===== config.mk =====
export PLATFORM = sky130hd
export DESIGN_NAME = pipe_skid
export DESIGN_NICKNAME = d
export VERILOG_FILES = /design/src/rtl/pipe_skid.sv
export SDC_FILE = /design/constraint.sdc
export NUM_CORES = 1
export LEC_CHECK = 0
export BUFFER_PORTS_ARGS = -buffer_cell sky130_fd_sc_hd__buf_2
export CAP_MARGIN = 10
export CORE_MARGIN = 4
export CORE_UTILIZATION = 52
export DETAILED_ROUTE_END_ITERATION = 7
export PLACE_DENSITY = 0.85
export SETUP_SLACK_MARGIN = 0.15
export SLEW_MARGIN = 15
export SYNTH_ARGS = -nofsm -noshare
export SYNTH_HDL_FRONTEND = slang
export SYNTH_SLANG_ARGS = --single-unit
export TNS_END_PERCENT = 10

===== constraint.sdc =====
create_clock -name clk -period 2.1 [get_ports clk]
set_input_delay 0.105 -clock clk [delete_from_list [all_inputs] [get_ports clk]]
set_output_delay 0.105 -clock clk [all_outputs]
set_load 0.02 [all_outputs]

===== src/rtl/pipe_skid.sv =====
`default_nettype none
// ============================================================================
// Module      : pipe_skid
// Description : Two-entry registered pipeline stage (skid buffer) with a
//               valid/ready handshake on both sides. in_ready, out_valid,
//               out_data and count are all driven from flops only, so no
//               combinational path crosses the stage in either direction.
//               A synchronous flush discards every held entry.
// Revision    : 1.0 - initial release
// ----------------------------------------------------------------------------
// Parameters
//   WIDTH      payload width in bits (>= 1)
// Ports
//   clk        rising-edge clock
//   reset      asynchronous reset, active low
//   flush      synchronous clear of all held entries (highest priority)
//   in_valid   upstream offers in_data
//   in_ready   stage can accept a payload this cycle
//   in_data    upstream payload
//   out_valid  out_data holds a valid payload
//   out_ready  downstream accepts out_data this cycle
//   out_data   payload at the head of the stage
//   count      number of held entries (0, 1 or 2)
// ============================================================================
module pipe_skid #(
    parameter int WIDTH = 32
) (
    input  logic             clk,
    input  logic             reset,
    input  logic             flush,
    input  logic             in_valid,
    output logic             in_ready,
    input  logic [WIDTH-1:0] in_data,
    output logic             out_valid,
    input  logic             out_ready,
    output logic [WIDTH-1:0] out_data,
    output logic [1:0]       count
);

    // The state encoding doubles as the occupancy count.
    typedef enum logic [1:0] {
        EMPTY = 2'd0,
        BUSY  = 2'd1,
        FULL  = 2'd2
    } state_t;

    state_t            state_q;
    state_t            state_d;
    logic [WIDTH-1:0]  main_q;
    logic [WIDTH-1:0]  skid_q;

    // Data-path load enables produced by the next-state logic.
    logic              load_main_in;    // main <= in_data
    logic              load_main_skid;  // main <= skid
    logic              load_skid_in;    // skid <= in_data

    logic              in_fire;
    logic              out_fire;

    // ------------------------------------------------------------------
    // Output decode: a function of the state register only.
    // ------------------------------------------------------------------
    assign out_valid = (state_q != EMPTY);
    assign in_ready  = (state_q != FULL);
    assign count     = state_q;
    assign out_data  = main_q;

    assign in_fire   = in_valid  & in_ready;
    assign out_fire  = out_valid & out_ready;

    // ------------------------------------------------------------------
    // State register
    // ------------------------------------------------------------------
    always_ff @(posedge clk or negedge reset) begin
        if (!reset) begin
            state_q <= EMPTY;
        end else begin
            state_q <= state_d;
        end
    end

    // ------------------------------------------------------------------
    // Next-state and load-enable logic
    // ------------------------------------------------------------------
    always_comb begin
        state_d        = state_q;
        load_main_in   = 1'b0;
        load_main_skid = 1'b0;
        load_skid_in   = 1'b0;

        if (flush) begin
            // Any in_fire this cycle is dropped; an out_fire has already
            // been consumed downstream. Data registers keep their content,
            // they are simply no longer marked valid.
            state_d = EMPTY;
        end else begin
            case (state_q)
                EMPTY: begin
                    // in_ready is 1 here, so in_valid alone is an in_fire.
                    if (in_valid) begin
                        load_main_in = 1'b1;
                        state_d      = BUSY;
                    end
                end

                BUSY: begin
                    if (in_fire && out_fire) begin
                        // Head leaves while the new payload replaces it.
                        load_main_in = 1'b1;
                        state_d      = BUSY;
                    end else if (in_fire) begin
                        // Head is stalled: park the new payload behind it.
                        load_skid_in = 1'b1;
                        state_d      = FULL;
                    end else if (out_fire) begin
                        state_d      = EMPTY;
                    end
                end

                FULL: begin
                    // in_ready is 0, so nothing is taken from upstream; the
                    // skid entry moves up behind the departing head.
                    if (out_ready) begin
                        load_main_skid = 1'b1;
                        state_d        = BUSY;
                    end
                end

                default: begin
                    // Unreachable encoding (count = 3): recover to empty.
                    state_d = EMPTY;
                end
            endcase
        end
    end

    // ------------------------------------------------------------------
    // Payload registers: written only on the enabled transitions.
    // ------------------------------------------------------------------
    always_ff @(posedge clk or negedge reset) begin
        if (!reset) begin
            main_q <= '0;
        end else if (load_main_in) begin
            main_q <= in_data;
        end else if (load_main_skid) begin
            main_q <= skid_q;
        end
    end

    always_ff @(posedge clk or negedge reset) begin
        if (!reset) begin
            skid_q <= '0;
        end else if (load_skid_in) begin
            skid_q <= in_data;
        end
    end

endmodule
`default_nettype wire


==> impl_metrics.tcl, run 1 <==
set metrics [dict create \
    status "complete, no violations" \
    ys_warn_count 0 \
    grt-ovfl-total 0 \
    rsz0062_at_grt "no" \
    hold_viol_final 0 \
    drt-wirelength-per-cell_um 17.23 \
    grt_pass1_vias 2063 \
    holdBufCountCts 8 \
    cts.clk_slew.worst_paths_ns 0.06 \
    fin_cells 350 \
    clockBufferDepth 2 \
    grt_usage_pct 20.38 \
    worst_pin_slew_ns 0.4859 \
    grt_first_pass_wirelength_um 10120 \
    final-seq-area_um2 1652 \
    crit_slowest_cell "and4bb_4" \
    cts_htree_levels 3 \
    drc 0 \
    final-setup-viol-count 0 \
    clock-root-buffer "clkbuf_8" \
    fp.coreArea_um2 5238 \
    crit_type "input pin to register" \
    combPwrFrac_pct 22.4 \
    synth.distinct_cells 22 \
    gp_congestion 0.7807 \
    synthArstFlopShare_pct 100.0 \
    drt_iter0_markers 74 \
    clock_latency_ns 0.33 \
    yosysTopAreaCell "dfrtp_1" \
    max-slew-margin-rel_pct 67.60 \
    synthTopCellsByArea "dfrtp_1 (57%), mux2_4 (15%), a221o_1 (11%), and2_1 (6.7%), buf_6 (3.1%)" \
    switching_share_pct 26.91 \
    drt_pass1_iterations 4 \
    ys.flop_type "dfrtp_1" \
    fillers 392 \
    synth_nets 228 \
    synth_top_area_share_pct 57.32 \
    grt_max_degree 34 \
    cp.arrival_ns 2.03 \
    switchingPower_w 0.0009623 \
    vias_per_cell 5.403 \
    synth_cells 191 \
    maxCapViolCount 0 \
    ant_nets 0 \
    ys_ff_latch 66 \
    antenna_cells 0 \
    pwr-share-seq_pct 47.9 \
    fin_skew_ns 0.003577 \
    p_int_w 0.002614 \
    crit_path_cell_trace "dlygate4sd3_1 > buf_2 > and4bb_4 > a21oi_2 > buf_12 > a221o_1" \
    max-vdd-ir-drop_mv 0.5396 \
    start_util_pct 55.02 \
    syn_area_um2 2882 \
    cts_tree "done" \
    clock_power_share_pct 29.7 \
    hold_class "input pin to register" \
    end_kind "register" \
    p_per_area_nw_per_um2 1004 \
    startpoint_type "input pin" \
    required_ns 2.31 \
    dp_cells 326 \
    max_freq_mhz 551.6 \
    routed_wl_um 6031 \
    die_h_um 82.44 \
    dieArea_um2 6796 \
    post-cts-setup-buffer-count 0 \
    synth_edf_count 0 \
    avgSynthCellArea_um2 15.09 \
    cp_max_fo 33 \
    synth_seq_area_share_pct 57.32 \
    post-route-period-util_pct 86.33 \
    min_period_ns 1.813 \
    layout_common_cells "buf_2 (72), dfrtp_1 (66), and2_1 (31), a221o_1 (31), mux2_4 (29)" \
    multi_input_area_um2 1120 \
    syn_to_final_growth_pct 23.62 \
    io_buffers 72 \
    num_rows 26 \
    hpwl_um 4002 \
    vias 1891 \
    maxSlewViolCount 0 \
    fin_setup_tns_ns 0 \
    numCtsBuffers 9 \
    drive_gt1_share_pct 45.71 \
    leakagePower_nw 1.829 \
    antenna_found_initial 0 \
    pin_count 73 \
    die_w_um 82.44 \
    slowest_delay_ns 0.56 \
    clock_sinks 66 \
    cts_resized 0 \
    nNetsFinal 312 \
    final_common_cell "buf_2" \
]
worst max-delay path, delay by kind of cell:
family / cells / cell delay, ns
simple gates: 1 / 0.56
buf+inv: 3 / 0.87
compound gates: 2 / 0.47
power groups by stage:
stage               Combinational [W]  Clock [W]  Sequential (W)
floorplan                    0.000410          0         0.00183
global route                 0.000862    0.00115         0.00175
CTS                          0.000812    0.00108         0.00171
global placement             0.000772          0         0.00172
detailed placement           0.000792          0         0.00173
finish                       0.000801    0.00106         0.00171
cells by family after synthesis:
group	count (synthesis)	share of synthesized area [%]
muxes	35	17.41
and+or+nand+nor	41	9.510
buffers and inverters	14	4.038
DFF	66	57.32
AOI/OAI and AO/OA	35	11.72
cell type report:
type	instances	area share (%)
flip-flops and latches	66	46.36
multi-input cells	111	31.44
repair buffers	87	14.19
clock buffers	14	4.566
well taps	70	2.459
clock inverters	2	0.9835
state kept, by name (all words and copies together) (netlist names):
| name | flops |
|---|---|
| skid_q | 32 |
| out_data | 32 |
| count | 2 |
stage by stage:
step	hold WS [ns]	utilization, %	cell area, um^2	setup WS (ns)	total power, W
after CTS	0.0001327	68.01	3562	0.3047	0.003610
after detailed placement	0.009353	62.71	3284	0.3217	0.002519
after global placement	0.007511	62.71	3284	0.3660	0.002489
after global routing	0.006018	68.01	3562	0.2069	0.003766
after floorplan	-0.1906	-	2882	0.5772	0.002244
final	0.01778	68.01	3562	0.2870	0.003576
routing by layer:
metal | wire length, um | up-vias | track usage (%)
li1 | - | 881 | -
met4 | 144 | 0 | 10.47
met1 | 2689 | 940 | 25.66
met5 | 0 | - | 0
met2 | 2867 | 57 | 32.53
met3 | 329 | 13 | 5.098
synthesized netlist by cell type (all sizes together), types with 2 or more instances:
master  instances
a21oi           2
a221o          31
and2           32
buf            11
clkbuf          3
dfrtp          66
mux2           34
nand2b          2
path summary, 6_finish.rpt:
kind                                             from                        to  slack [ns]  cells after the start
worst max-delay path                            flush  out_data[17]$_DFFE_PN0P_        0.29                      6
worst min-delay path                       in_data[8]   out_data[8]$_DFFE_PN0P_        0.02                      2
worst max register to register   count[0]$_DFFE_PN0P_  out_data[17]$_DFFE_PN0P_        0.31                      4
worst min register to register  skid_q[1]$_DFFE_PN0P_     skid_q[1]$_DFFE_PN0P_        0.49                      1
max in group asynchronous                       reset    skid_q[13]$_DFFE_PN0P_        1.27                      3
min in group asynchronous                       reset   out_data[5]$_DFFE_PN0P_        0.19                      2
Power figures use the tool's default switching activity.
==> run 2, diff against run 1 <==
--- a/config.mk
+++ b/config.mk
@@ -5,12 +5,13 @@
 export SDC_FILE = /design/constraint.sdc
 export NUM_CORES = 1
 export LEC_CHECK = 0
+export ABC_AREA = 1
 export BUFFER_PORTS_ARGS = -buffer_cell sky130_fd_sc_hd__buf_2
 export CAP_MARGIN = 10
 export CORE_MARGIN = 4
-export CORE_UTILIZATION = 52
+export CORE_UTILIZATION = 53
 export DETAILED_ROUTE_END_ITERATION = 7
-export PLACE_DENSITY = 0.85
+export PLACE_DENSITY = 0.86
 export SETUP_SLACK_MARGIN = 0.15
 export SLEW_MARGIN = 15
 export SYNTH_ARGS = -nofsm -noshare
==> impl_metrics.tcl, run 2 <==
set metrics [dict create \
    status "complete, no violations" \
    drt_pass1_iterations 4 \
    hold_class "input pin to register" \
    num_rows 26 \
    crit_slowest_cell "nand3_2" \
    drt_iter0_markers 204 \
    end_kind "register" \
    ys.flop_type "dfrtp_1" \
    critPathMostFrequentCell "nand3_1" \
    crit_path_cell_trace "nand2_2 > nand3_2 > nand3_1 > nand3_1" \
    leakagePower_nw 1.843 \
    synth_cells 338 \
    synth_top_area_share_pct 55.72 \
    gp_congestion 0.8215 \
    synth_seq_area_share_pct 55.72 \
    final-seq-area_um2 1652 \
    syn_area_um2 2964 \
    slowest_delay_ns 0.60 \
    worst_pin_slew_ns 0.7162 \
    grt_first_pass_wirelength_um 12430 \
    final_cell_area_um2 3493 \
    synth_edf_count 0 \
    max_freq_mhz 576.0 \
    cts.clk_slew.worst_paths_ns 0.06 \
    antenna_found_initial 0 \
    pin_count 73 \
    fp.coreArea_um2 5270 \
    cts_tree "done" \
    syn_to_final_growth_pct 17.86 \
    synthArstFlopShare_pct 100.0 \
    clock-root-buffer "clkbuf_8" \
    min_period_ns 1.736 \
    synth.distinct_cells 15 \
    synthTopCellsByArea "dfrtp_1 (56%), nand3_1 (27%), nand2_1 (8.4%), buf_2 (2.5%), buf_4 (2.5%)" \
    hold_path_depth 3 \
    fin_skew_ns 0.007830 \
    vias 2761 \
    required_ns 2.30 \
    drt-wirelength-per-cell_um 16.07 \
    io_buffers 72 \
    cts_htree_levels 3 \
    p_per_area_nw_per_um2 920.4 \
    layout_common_cells "nand3_1 (162), buf_2 (72), nand2_1 (66), dfrtp_1 (66), clkbuf_8 (10)" \
    dieArea_um2 6853 \
    startpoint_type "register" \
    p_total_w 0.003215 \
    max-slew-margin-rel_pct 52.20 \
    start_util_pct 56.24 \
    multi_input_area_um2 1131 \
    grt_pass1_vias 2715 \
    grt_usage_pct 24.00 \
    grt-ovfl-total 0 \
    hold_viol_final 0 \
    rsz0062_at_grt "no" \
    routed_wl_um 7615 \
    fin_setup_tns_ns 0 \
    dp_cells 461 \
    vias_per_cell 5.825 \
    final-setup-viol-count 0 \
    die_h_um 82.79 \
    maxCapViolCount 0 \
    avgSynthCellArea_um2 8.770 \
    crit_type "register to register" \
    hpwl_um 4867 \
    grt_max_degree 35 \
    clockBufferDepth 2 \
    post-route-period-util_pct 82.67 \
    yosysMostFrequentCell "nand3_1" \
    synth_nets 375 \
    ys_ff_latch 66 \
    clock_sinks 66 \
    placed_area_um2 3337 \
    yosysTopAreaCell "dfrtp_1" \
    ys_top_cells_by_count "nand3_1 (162), dfrtp_1 (66), nand2_1 (66), buf_2 (15), buf_4 (10)" \
    fin_cells 474 \
    cts_resized 0 \
    antenna_cells 0 \
    cp.arrival_ns 1.94 \
    clock_latency_ns 0.33 \
    drive_gt1_share_pct 25.25 \
    numCtsBuffers 9 \
    rr_worst_depth 4 \
    ys_warn_count 0 \
    cp_max_fo 33 \
    final_common_cell "nand3_1" \
    maxSlewViolCount 0 \
    ant_nets 0 \
    die_w_um 82.79 \
    drc 0 \
    max-vdd-ir-drop_mv 0.4131 \
    nNetsFinal 440 \
    fillers 464 \
]
## run 2: cell count changes in the layout (fill, tap and decap cells not counted), moves of 3 or more
cell           previous run  this run
nand3_1                   0       162
nand2_1                   1        66
a221o_1                  31         0
and2_1                   31         0
mux2_4                   29         0
dlygate4sd3_1             8         1
inv_1                     0         4
mux2_1                    4         0
inv_2                     0         3
nand2_2                   0         3
## run 2: area by class of cell
cell class / instances / share of cell area [%]
repair buffers: 82 / 12.89
clock buffers: 11 / 4.047
well taps: 70 / 2.507
multi-input cells: 237 / 32.38
clock inverters: 1 / 0.1433
inverters: 7 / 0.7521
flip-flops and latches: 66 / 47.28
## run 2: kinds of logic (layout without fill, tap and decap cells)
group	count (synthesis)	in the layout	share of synthesized area [%]
and+or+nand+nor	237	237	37.95
buffers and inverters	35	101	6.331
DFF	66	66	55.72
## run 2: repair_timing
| action | CTS | global route |
|---|---|---|
| buffers inserted | 0 | 0 |
| endpoints found under the setup margin | 0 | 0 |
| hold buffers | 1 | 0 |
| hold endpoints to repair | 17 | 0 |
## run 2: critical path, delay by kind of cell (launching register included)
kind	cells	cell delay [ns]
DFF	1	0.43
and+or+nand+nor	4	1.16
## run 2: report_power, final
part	leakage, nW	total, W	switching (W)	internal, W
registers	0.831	0.00168	0.000145	0.00153
clock network	0.0770	0.000864	0.000431	0.000433
logic	0.935	0.000676	0.000440	0.000236
total	1.84	0.00322	0.00102	0.00220
## run 2: metrics by stage
step | worst slack (ns) | utilization, % | hold slack (ns)
2_1_floorplan | 0.8500 | - | -0.1906
3_3_place_gp | 0.4529 | 63.32 | 0.02411
3_5_place_dp | 0.3785 | 63.32 | 0.02782
4_1_cts | 0.3909 | 66.29 | 0.01417
5_1_grt | 0.2137 | 66.29 | 0.02806
6_report | 0.3638 | 66.29 | 0.02120
## run 2: path summary, 6_finish.rpt
path                       slack [ns]                    from                       end
min in group asynchronous        0.20                   reset  out_data[16]$_DFFE_PN0P_
hold / removal                   0.02             in_data[18]    skid_q[18]$_DFFE_PN0P_
setup / recovery                 0.36    count[0]$_DFFE_PN0P_  out_data[19]$_DFFE_PN0P_
setup reg to reg                 0.36    count[0]$_DFFE_PN0P_  out_data[19]$_DFFE_PN0P_
hold reg to reg                  0.47  skid_q[14]$_DFFE_PN0P_    skid_q[14]$_DFFE_PN0P_
max in group asynchronous        1.28                   reset    skid_q[19]$_DFFE_PN0P_
## run 2: metal layers
layer,global-route usage [%],vias to the layer above,share of wire [%]
met2,39.42,137,49
met3,5.940,12,8.9
met4,10.95,0,1.9
met1,29.94,1331,40
li1,-,1281,-
met5,0,-,0
